$ cat src/rtl/cpu_pc_unit.sv
`default_nettype none
// ============================================================================
// Module   : cpu_pc_unit
// Purpose  : Program-counter unit. Presents sequential fetch addresses,
//            redirects on taken branch/jal/jalr from the execute stage,
//            inserts one FLUSH bubble after every redirect, traps to
//            TRAP_VECTOR on a misaligned taken target, and counts executed
//            and taken conditional branches.
// Ports    : clk, rst (async, active-high)
//            stall                       - freeze everything
//            inst_valid, is_branch, is_jal, is_jalr, condition_satisfied
//            exec_pc, imm, rs1_value     - execute-stage operands (32b)
//            fetch_ready                 - fetch accepts pc this cycle
//            pc, fetch_valid             - fetch request
//            flush, misaligned_trap      - one-cycle pulses
//            branch_count, taken_count   - 32b wrapping counters
// Revision : 1.0 - initial release
// ============================================================================
module cpu_pc_unit #(
  parameter logic [31:0] RESET_PC    = 32'h0000_0000,
  parameter logic [31:0] TRAP_VECTOR = 32'h0000_0010
) (
  input  logic        clk,
  input  logic        rst,
  input  logic        stall,
  input  logic        inst_valid,
  input  logic        is_branch,
  input  logic        is_jal,
  input  logic        is_jalr,
  input  logic        condition_satisfied,
  input  logic [31:0] exec_pc,
  input  logic [31:0] imm,
  input  logic [31:0] rs1_value,
  input  logic        fetch_ready,
  output logic [31:0] pc,
  output logic        fetch_valid,
  output logic        flush,
  output logic        misaligned_trap,
  output logic [31:0] branch_count,
  output logic [31:0] taken_count
);

  localparam logic [0:0] c_RUN   = 1'b0;
  localparam logic [0:0] c_FLUSH = 1'b1;

  logic [0:0]  r_state;
  logic        w_active;
  logic        w_sel_jalr;
  logic        w_sel_jal;
  logic        w_sel_br;
  logic        w_taken;
  logic [31:0] w_jalr_sum;
  logic [31:0] w_target;
  logic        w_misaligned;

  // An instruction is only acted on in RUN; in FLUSH it is wrong-path.
  assign w_active   = (r_state == c_RUN) && !stall && inst_valid;

  // Class priority: jalr over jal over branch.
  assign w_sel_jalr = is_jalr;
  assign w_sel_jal  = !is_jalr && is_jal;
  assign w_sel_br   = !is_jalr && !is_jal && is_branch;

  assign w_taken    = w_active &&
                      (w_sel_jalr || w_sel_jal || (w_sel_br && condition_satisfied));

  assign w_jalr_sum = rs1_value + imm;
  assign w_target   = w_sel_jalr ? {w_jalr_sum[31:1], 1'b0} : (exec_pc + imm);
  assign w_misaligned = (w_target[1:0] != 2'b00);

  // fetch_valid is a pure decode of the registered state.
  assign fetch_valid = (r_state == c_RUN);

  always_ff @(posedge clk or posedge rst) begin
    if (rst) begin
      r_state         <= c_RUN;
      pc              <= RESET_PC;
      flush           <= 1'b0;
      misaligned_trap <= 1'b0;
      branch_count    <= 32'd0;
      taken_count     <= 32'd0;
    end else begin
      // Pulses default low; also guarantees no pulse is generated under stall.
      flush           <= 1'b0;
      misaligned_trap <= 1'b0;
      if (!stall) begin
        case (r_state)
          c_RUN: begin
            if (w_taken) begin
              // Redirect does not wait for fetch_ready.
              pc              <= w_misaligned ? TRAP_VECTOR : w_target;
              flush           <= 1'b1;
              misaligned_trap <= w_misaligned;
              r_state         <= c_FLUSH;
            end else if (fetch_ready) begin
              pc <= pc + 32'd4;  // wraps naturally at 2^32
            end
            if (w_active && w_sel_br) begin
              branch_count <= branch_count + 32'd1;
              if (condition_satisfied) begin
                taken_count <= taken_count + 32'd1;
              end
            end
          end
          c_FLUSH: begin
            r_state <= c_RUN;
          end
          default: begin
            r_state <= c_RUN;
          end
        endcase
      end
    end
  end

endmodule
`default_nettype wire

$ cat config.mk
export PLATFORM = sky130hd
export DESIGN_NAME = cpu_pc_unit
export DESIGN_NICKNAME = d
export VERILOG_FILES = /design/src/rtl/cpu_pc_unit.sv
export SDC_FILE = /design/constraint.sdc
export NUM_CORES = 1
export LEC_CHECK = 0
export BUFFER_PORTS_ARGS = -buffer_cell sky130_fd_sc_hd__buf_2
export CORE_MARGIN = 5
export CORE_UTILIZATION = 55
export DETAILED_ROUTE_END_ITERATION = 7
export PLACE_DENSITY = 0.82
export SYNTH_ARGS = -nofsm -noshare
export SYNTH_HDL_FRONTEND = slang
export SYNTH_SLANG_ARGS = --single-unit
$ cat constraint.sdc
create_clock -name clk -period 7.4 [get_ports clk]
set_input_delay 1.11 -clock clk [delete_from_list [all_inputs] [get_ports clk]]
set_output_delay 1.11 -clock clk [all_outputs]
set_load 0.02 [all_outputs]
==> results.txt, run 1 <==
The run finished with clean final reports. Once detail routing completed, the nets flagged for antenna violations numbered 0. The H-tree depth is 3.

In the layout the commonest cells are buf_2 (203), dfrtp_1 (99), nand2_1 (90). The via count of the first global-routing pass is 7406. The vias after detailed routing came out at 7949. Counting the buffers created by CTS gives 9. The post-CTS setup-driven buffer insertion count came out at 0.

The number of buffers and inverters on the critical path is 2. The largest net degree at the start of global routing came out at 52. The overall overflow remaining after global route came out at 0. The count of TritonRoute iterations in the first routing pass is 7. CTS placed an instance of clkbuf_16 at the clock tree root.

The worst clock skew is 0.00642 ns. In this run the worst path has a maximum fanout of 32. The critical path is of the primary input to flip-flop type. The first-pass GRT wire length came out at 35.1 mm. The share of flip-flops with an asynchronous set or reset is 100%. TritonCTS built the clock tree. The number of synthesis warnings is 0. The number of inserted filler cells in the final layout came out at 1277. The number of max-capacitance violations reported is 0. After the first detailed-routing iteration, the DRC count stood at 608. Wires add up to 22.2 mm. The number of remaining DRC errors is 0. The count of port buffers added during placement came out at 203. The met2 track utilization from global routing came out at 41.5%. The count of mapped cells out of synthesis came out at 931. Buffers inserted to repair hold after CTS numbered 0. Setup violations remaining at the end of the flow were counted as 0.

The number of antenna cells inserted is 0. The total negative slack for setup checks is 0 ns. The layer flagged by global routing as most heavily used is met2.

The headroom to the max-slew limit is 43.0%. The most used flip-flop cell after synthesis is dfrtp_1. The fraction of met1 tracks used by global routing came out at 34.5%. The placed cell count is 1298.

The count of distinct cell types in the synthesized netlist came out at 79. The count of non-filler cells in the finished layout came out at 1314. The worst setup path is launched from a primary input. The final max-slew violation count came to 0. At the pin with the least slew margin, the transition time is 0.852 ns. The highest achievable clock rate came out at 239 MHz. The peak supply drop is 101 uV. The worst setup path is captured at a flip-flop. The signal arrival time at the worst endpoint came out at 4.39 ns. The detailed-route wire length per cell is 16.9 um. The maximum root-to-sink buffer count is 2. The standard cell with the maximum stage delay on the critical path is clkinv_1. The period utilization is 56.5%.

The half-perimeter wire length after detailed placement is 17.7 mm. The clock transition time at the flip-flop clock pins of the worst setup and hold paths is 0.07 ns. The synthesized area per cell is 8.60 um^2. In this design, the largest share of critical-path delay is due to simple AND/OR/NAND/NOR gates. After floorplanning, the core was divided into 44 placement rows.

Leaving out fill and tap cells, the most frequent cell in the layout is buf_2. The overall routing resource usage came out at 25.0%. The number of top-level pins is 204. The fraction of layout cells with a size suffix above 1 came out at 21.9%. The number of flops mapped to enable cells by yosys is 0. The floorplan die area is 17100 um^2. Setup repair after global routing left no endpoint under its margin. The cell area that synthesis handed to floorplanning was 8010 um^2.

The reported leakage power came out at 4.75 nW. The initial core utilization is 55.5%. The signal on the critical path passes through buf_2 > nor2_1 > a21o_1 > clkinv_1 > nand2_1 > nor2_1 > a22oi_1 > nand2_1 > a21oi_1 > a21oi_1. The worst-skew pair later-pin latency is 0.34 ns. The synthesized net count came out at 1102. Routability-driven placement finished with a final weighted congestion of 0.920. The path class of the tightest hold or removal check is flip-flop to flip-flop. At the end of the flow, the number of nets in the layout was 1296. The vias per cell is 6.05. Data on the critical path is required at its endpoint by 7.62 ns.

The met3 demand-to-capacity share in global routing came out at 3.21%. The final count of hold timing violations came to 0. The fraction of the yosys area taken by sequential cells came out at 30.9%. The synthesized flop and latch total came out at 99. The height of the die is 131 um.

The tree built by TritonCTS fans out to 99 sinks. The final critical delay including setup and external delays is 4.18 ns. The quantity of gates resized following cts came out at 0. The number of antenna violations at the first check in global routing is 0. The area inside the core boundary is 14400 um^2. The power density over cell area is 171 nW/um^2. The area growth from synthesis to final layout is 18.3%. The worst stage delay on the critical path is 0.67 ns. The die is 131 um wide.
## area by class of cell
cell class                      instances  area [um^2]  area share [%]
Clock buffer                           10          239            2.52
Sequential cell                        99         2480            26.2
Timing Repair Buffer                  204         1020            10.8
Tap cell                              184          230            2.43
Multi-Input combinational cell        788         5360            56.6
Inverter                               23         88.8           0.938
Clock inverter                          6         55.1           0.581
## layer usage
metal  up-vias  share of wire, %
li1       3815                 -
met1      3769                44
met2       334                46
met3        31               7.5
met4         0               2.2
met5         -                 0
## Yosys cell counts, drive strengths merged, types with 4 or more instances
| master | count | share of area (%) |
|---|---|---|
| a221oi | 5 | 0.70 |
| o211ai | 6 | 0.56 |
| a31o | 5 | 0.55 |
| xnor2 | 80 | 8.7 |
| dfrtp | 99 | 31 |
| nand2 | 90 | 4.2 |
| a21o | 30 | 2.8 |
| o21ai | 49 | 3.1 |
| nand3 | 44 | 2.7 |
| o21bai | 8 | 0.75 |
| nand4 | 28 | 2.2 |
| nor3 | 11 | 0.75 |
| a41oi | 5 | 0.55 |
| and3 | 30 | 2.3 |
| and4 | 6 | 0.66 |
| nor2 | 76 | 3.6 |
| o21a | 14 | 1.3 |
| clkbuf | 16 | 0.75 |
| nand2b | 9 | 0.70 |
| o22ai | 9 | 0.70 |
| ha | 64 | 10 |
| inv | 22 | 1.0 |
| xor2 | 41 | 4.5 |
| o31ai | 6 | 0.69 |
| and2 | 8 | 0.62 |
| a21oi | 79 | 5.2 |
| buf | 5 | 0.34 |
| nand3b | 4 | 0.37 |
| a31oi | 16 | 1.2 |
| a211oi | 6 | 0.62 |
| nor2b | 7 | 0.55 |
| or2 | 5 | 0.39 |
## worst paths after layout
kind | start | to | slack [ns] | cells after the start
setup / recovery | is_jalr | pc[19] | 3.22 | 10
hold / removal | branch_count[31] | branch_count[31] | 0.47 | 1
setup reg to reg | r_state | pc[19] | 3.98 | 10
hold reg to reg | branch_count[31] | branch_count[31] | 0.47 | 1
max in group asynchronous | rst | pc[1] | 5.51 | 3
min in group asynchronous | rst | branch_count[30] | 0.84 | 2
## flip-flops by register name, indices dropped and copies added, names as in the netlist
name and flops:
branch_count 32, pc 32, misaligned_trap 1, r_state 1, flush 1, taken_count 32
## logic make-up after synthesis
logic type / after synthesis / synth area share [%]
fa+ha+maj: 66 / 10.5
simple gates: 326 / 20.0
buf+inv: 44 / 2.17
compound gates: 270 / 22.6
xor+xnor: 121 / 13.2
mux: 5 / 0.656
flops: 99 / 30.9
## where the power goes
group	internal (mW)	total, mW	switching (mW)
Combinational	0.216	0.537	0.322
Clock	0.245	0.462	0.217
Sequential	0.575	0.622	0.0464
Total	1.04	1.62	0.585
## worst reg2reg max path: stages (launching register included)
cell,delay (ns)
dfrtp_1,0.37
nor2_1,0.07
nand2_1,0.11
a21o_1,0.53
clkinv_1,0.67
nand2_1,0.62
nor2_1,0.34
a22oi_1,0.30
nand2_1,0.08
a21oi_1,0.15
a21oi_1,0.06
## per-stage QoR
step           utilization [%]  hold WS [ns]  power, mW  instance area (um^2)  setup WS, ns
6_report                  65.7         0.465       1.62                  9470          3.22
5_1_grt                   65.7         0.498       1.71                  9470          2.95
4_1_cts                   65.7         0.473       1.62                  9470          3.26
3_5_place_dp              63.6         0.460       1.16                  9180          2.94
3_3_place_gp              63.6         0.454       1.15                  9180          3.07
2_1_floorplan                -         0.466      0.994                  8010          3.70
(Power assumes the default switching activity.)
==> run 2: changes to the inputs <==
--- a/config.mk
+++ b/config.mk
@@ -7,9 +7,9 @@
 export LEC_CHECK = 0
 export BUFFER_PORTS_ARGS = -buffer_cell sky130_fd_sc_hd__buf_2
 export CORE_MARGIN = 5
-export CORE_UTILIZATION = 55
+export CORE_UTILIZATION = 49
 export DETAILED_ROUTE_END_ITERATION = 7
-export PLACE_DENSITY = 0.82
+export PLACE_DENSITY = 0.78
 export SYNTH_ARGS = -nofsm -noshare
 export SYNTH_HDL_FRONTEND = slang
 export SYNTH_SLANG_ARGS = --single-unit
==> constraint.sdc (replaced) <==
create_clock -name clk -period 3.4 [get_ports clk]
set_input_delay 0.51 -clock clk [delete_from_list [all_inputs] [get_ports clk]]
set_output_delay 0.51 -clock clk [all_outputs]
set_load 0.02 [all_outputs]
==> run 2 against run 1 <==
Against the previous run: count of clock-buffer cells in the layout rose by 1; routed wire length rose by 0.31%; critical path depth is 4 higher; setup slack worse by 2.8 ns; total power rose by 120%; core utilization fell by 5.6 points; largest power group unchanged; cell count is 3.2% higher; hold slack worse by 0.18 ns; via count fell by 1.2%; sequential share of layout area down 0.28 points; highest routed layer unchanged; register-to-register slack got worse by 3.2 ns; critical path type unchanged; clock power grew 110%.
==> results.txt, run 2 (synthesis gave the netlist of run 1 again) <==
The run finished with clean final reports. The critical path startpoint is imm[0]. The period utilization came out at 87.5%.

The worst setup path is captured at a flip-flop. The largest registers in the layout are branch_count (32), pc (32), taken_count (32). The count of buffering cells on the critical path with inverters included came out at 2 (unchanged). The number of remaining DRC errors is 0 (unchanged).

The portion of total power attributed to combinational logic is 33.5% (+0.4 points). The worst-skew pair later-pin latency is 0.35 ns (about the same). The maximum root-to-sink buffer count came out at 2 (unchanged). In this run the worst hold path is classified as primary input to asynchronous set/reset pin. The final instance area is 9570 um^2 (+1.1%).

The post-CTS setup-driven buffer insertion count came out at 0 (unchanged). The worst endpoint required time came out at 3.67 ns (-3.95 ns). The H-tree depth is 3 (unchanged). Among all stages on the critical path, the largest delay is contributed by fa_1. The slack of the critical path came to 0.426 ns (-2.80 ns). The die boundary width was 138 um (+5.5%).

The final max-slew violation count was 0 (unchanged). The slew at the pin with the worst max-slew slack came out at 0.853 ns (+0.00146 ns). The signal arrival time at the worst endpoint is 3.24 ns (-1.15 ns).

The setup path with the least slack is of type primary input to flip-flop. The internal reg-to-reg setup slack came out at 0.82 ns (-3.16 ns). The first-pass GRT wire length was 35.2 mm (+0.25%). The count of TritonRoute iterations in the first routing pass came out at 5 (-2).

The power density over cell area was 365 nW/um^2 (+110%). The critical path goes through buf_2 > ha_1 > inv_1 > fa_1 > nand2b_1 > a21o_1 > a21oi_4 > a22o_4 > a221oi_2 > o31ai_2 > a21oi_2 > or3_1 > a211o_1 > a31oi_1. The biggest fanout along the worst timing path is 4 (-88%). The overall overflow remaining after global route came out at 0 (unchanged). The fraction of layout cells with a size suffix above 1 came to 22.4% (+0.53 points).

Setup repair after global routing left no endpoint under its margin. The worst stage delay on the critical path came out at 0.37 ns (-0.30 ns). The total internal power came out at 2.25 mW (+120%). The clock sink count came out at 99 (unchanged).

The library cells used most frequently in the layout, excluding fill and tap cells, are buf_2 (203), dfrtp_1 (99), nand2_1 (90). The clock transition time at the flip-flop clock pins of the worst setup and hold paths is 0.07 ns (about the same). The area inside the core boundary is 15900 um^2 (+11%). The number of DRC markers after the initial detailed-route iteration came to 495 (-19%). The largest net degree at the start of global routing is 62 (+19%). The number of placement rows came out at 46 (+4.5%). The number of inserted filler cells in the final layout was 1465 (+15%). The vias per cell came out at 5.79 (-4.3%). The worst slack on hold paths was 0.287 ns (-0.178 ns). The worst clock skew came out at 0.00380 ns (-0.00263 ns). The reported leakage power came to 4.79 nW (+0.82%). The number of antenna violations at the first check in global routing came out at 1 (+1).

The quantity of gates resized following cts is 0 (unchanged). The endpoint identified for the worst register-to-register timing path is pc[19]. The proportion of power drawn by the clock network was 28.0% (-0.5 points). The final count of hold timing violations was 0 (unchanged). The root buffer cell chosen for the clock tree is clkbuf_16.

In this run the critical register-to-register path is launched from r_state. The number of max-capacitance violations reported came out at 0 (unchanged). The critical path ends at pc[26].

The peak supply drop is 205 uV (+100%). The switching power is 1.24 mW (+110%). The area growth from synthesis to final layout came out at 19.5%. The count of port buffers added during placement is 203 (unchanged). The sequential fraction of design power is 38.5% (about the same). The count of final setup violators is 0 (unchanged). The total negative slack for setup checks is 0 ns (unchanged).

The number of hold-repair buffers added at the cts stage was 0 (unchanged). The cell area after placement came to 9290 um^2 (+1.2%). The height of the die came out at 138 um (+5.5%). The overall routing resource usage came out at 22.9% (-2.1 points).

The fraction of the core area covered by cells at the end of the flow is 60.1% (-5.6 points). The initial core utilization is 50.2% (-5.3 points). The highest achievable clock rate is 336 MHz. STA classifies the critical path startpoint as a primary input. The number of top-level pins came out at 204 (unchanged).

The number of CTS-inserted buffers is 9 (unchanged). The vias after detailed routing came to 7852 (-1.2%). The number of nets in the final layout is 1305 (+0.69%). The minimum setup slack after placement is 0.0971 ns (-2.84 ns). The detailed-route wire length per cell came out at 16.4 um (-2.8%). The number of nets still failing antenna checks after routing is 0 (unchanged). The path length in cells of the critical path came out at 14 (+4). On the critical path the largest part of the delay comes from compound AO/OA/AOI/OAI gates. The half-perimeter wire length after detailed placement is 17.8 mm (+0.99%). The library cell used most frequently in the layout, excluding fill and tap cells, is buf_2. The via count of the first global-routing pass is 7183 (-3.0%). The final critical delay including setup and external delays is 2.97 ns. The floorplan die area came out at 19000 um^2 (+11%). The final weighted congestion of routability-driven global placement came to 0.924 (+0.43%). The headroom to the max-slew limit came out at 42.9% (-0.098 points). The total length of routed wires is 22.2 mm (+0.31%). The number of cells traversed by the worst register-to-register path is 10 (unchanged). TritonCTS built the clock tree. The net switching fraction of the power came out at 35.5% (-0.58 points).
==> run 2: cell count changes in the layout (fill, tap and decap cells not counted) <==
| cell | before | now |
|---|---|---|
| diode_2 | 0 | 1 |
| inv_6 | 3 | 2 |
| clkinv_4 | 2 | 3 |
| buf_4 | 1 | 10 |
| inv_8 | 1 | 0 |
| clkbuf_1 | 0 | 1 |
==> run 2: worst register-to-register path: stages, from the launching register on <==
cell and delay [ns]:
dfrtp_1 0.39, nor2_1 0.18, nand2_1 0.10, a21o_1 0.18
clkinv_1 0.16, nand2_1 0.21, nor2_1 0.70, a22oi_1 0.25
nand2_1 0.11, a21oi_1 0.07, a21oi_1 0.15
==> run 2: worst min-delay path by stage <==
stage	startpoint	to	slack [ns]	depth (start not counted)
after floorplan	r_state	r_state	0.47	2
after global placement	branch_count[31]	branch_count[31]	0.45	1
after detailed placement	taken_count[31]	taken_count[31]	0.47	1
after CTS	rst	branch_count[22]	0.33	2
after global routing	rst	branch_count[22]	0.37	2
final	rst	branch_count[22]	0.29	2
==> run 2: cell type report <==
class	count	area (um^2)	share of cell area (%)
Antenna cell	1	2.50	0.0261
Clock buffer	11	243	2.54
Tap cell	216	270	2.82
Inverter	23	88.8	0.928
Clock inverter	5	43.8	0.457
Sequential cell	99	2480	25.9
Multi-Input combinational cell	788	5360	56.0
Timing Repair Buffer	213	1090	11.4
==> run 2: metal layers <==
| layer | global-route usage (%) | wire (um) | share of wire, % | up-vias |
|---|---|---|---|---|
| met2 | 36.0 | 9870 | 44 | 324 |
| met1 | 32.3 | 10200 | 46 | 3658 |
| met3 | 2.81 | 1590 | 7.2 | 39 |
| met5 | 0 | 0 | 0 | - |
| met4 | 8.40 | 580 | 2.6 | 0 |
| li1 | - | - | - | 3831 |
==> run 2: per-stage QoR <==
step	std cells	power (mW)
6_report	1356	3.50
5_1_grt	1356	3.68
4_1_cts	1355	3.51
3_5_place_dp	1339	2.52
3_3_place_gp	1339	2.50
2_1_floorplan	931	2.16
==> run 2: power by group through the flow <==
stage	logic (mW)	clock network [mW]	registers, mW
after floorplan	0.716	0	1.45
after global placement	1.14	0	1.36
after detailed placement	1.15	0	1.37
after CTS	1.16	1.00	1.35
after global routing	1.28	1.04	1.36
final	1.17	0.980	1.35
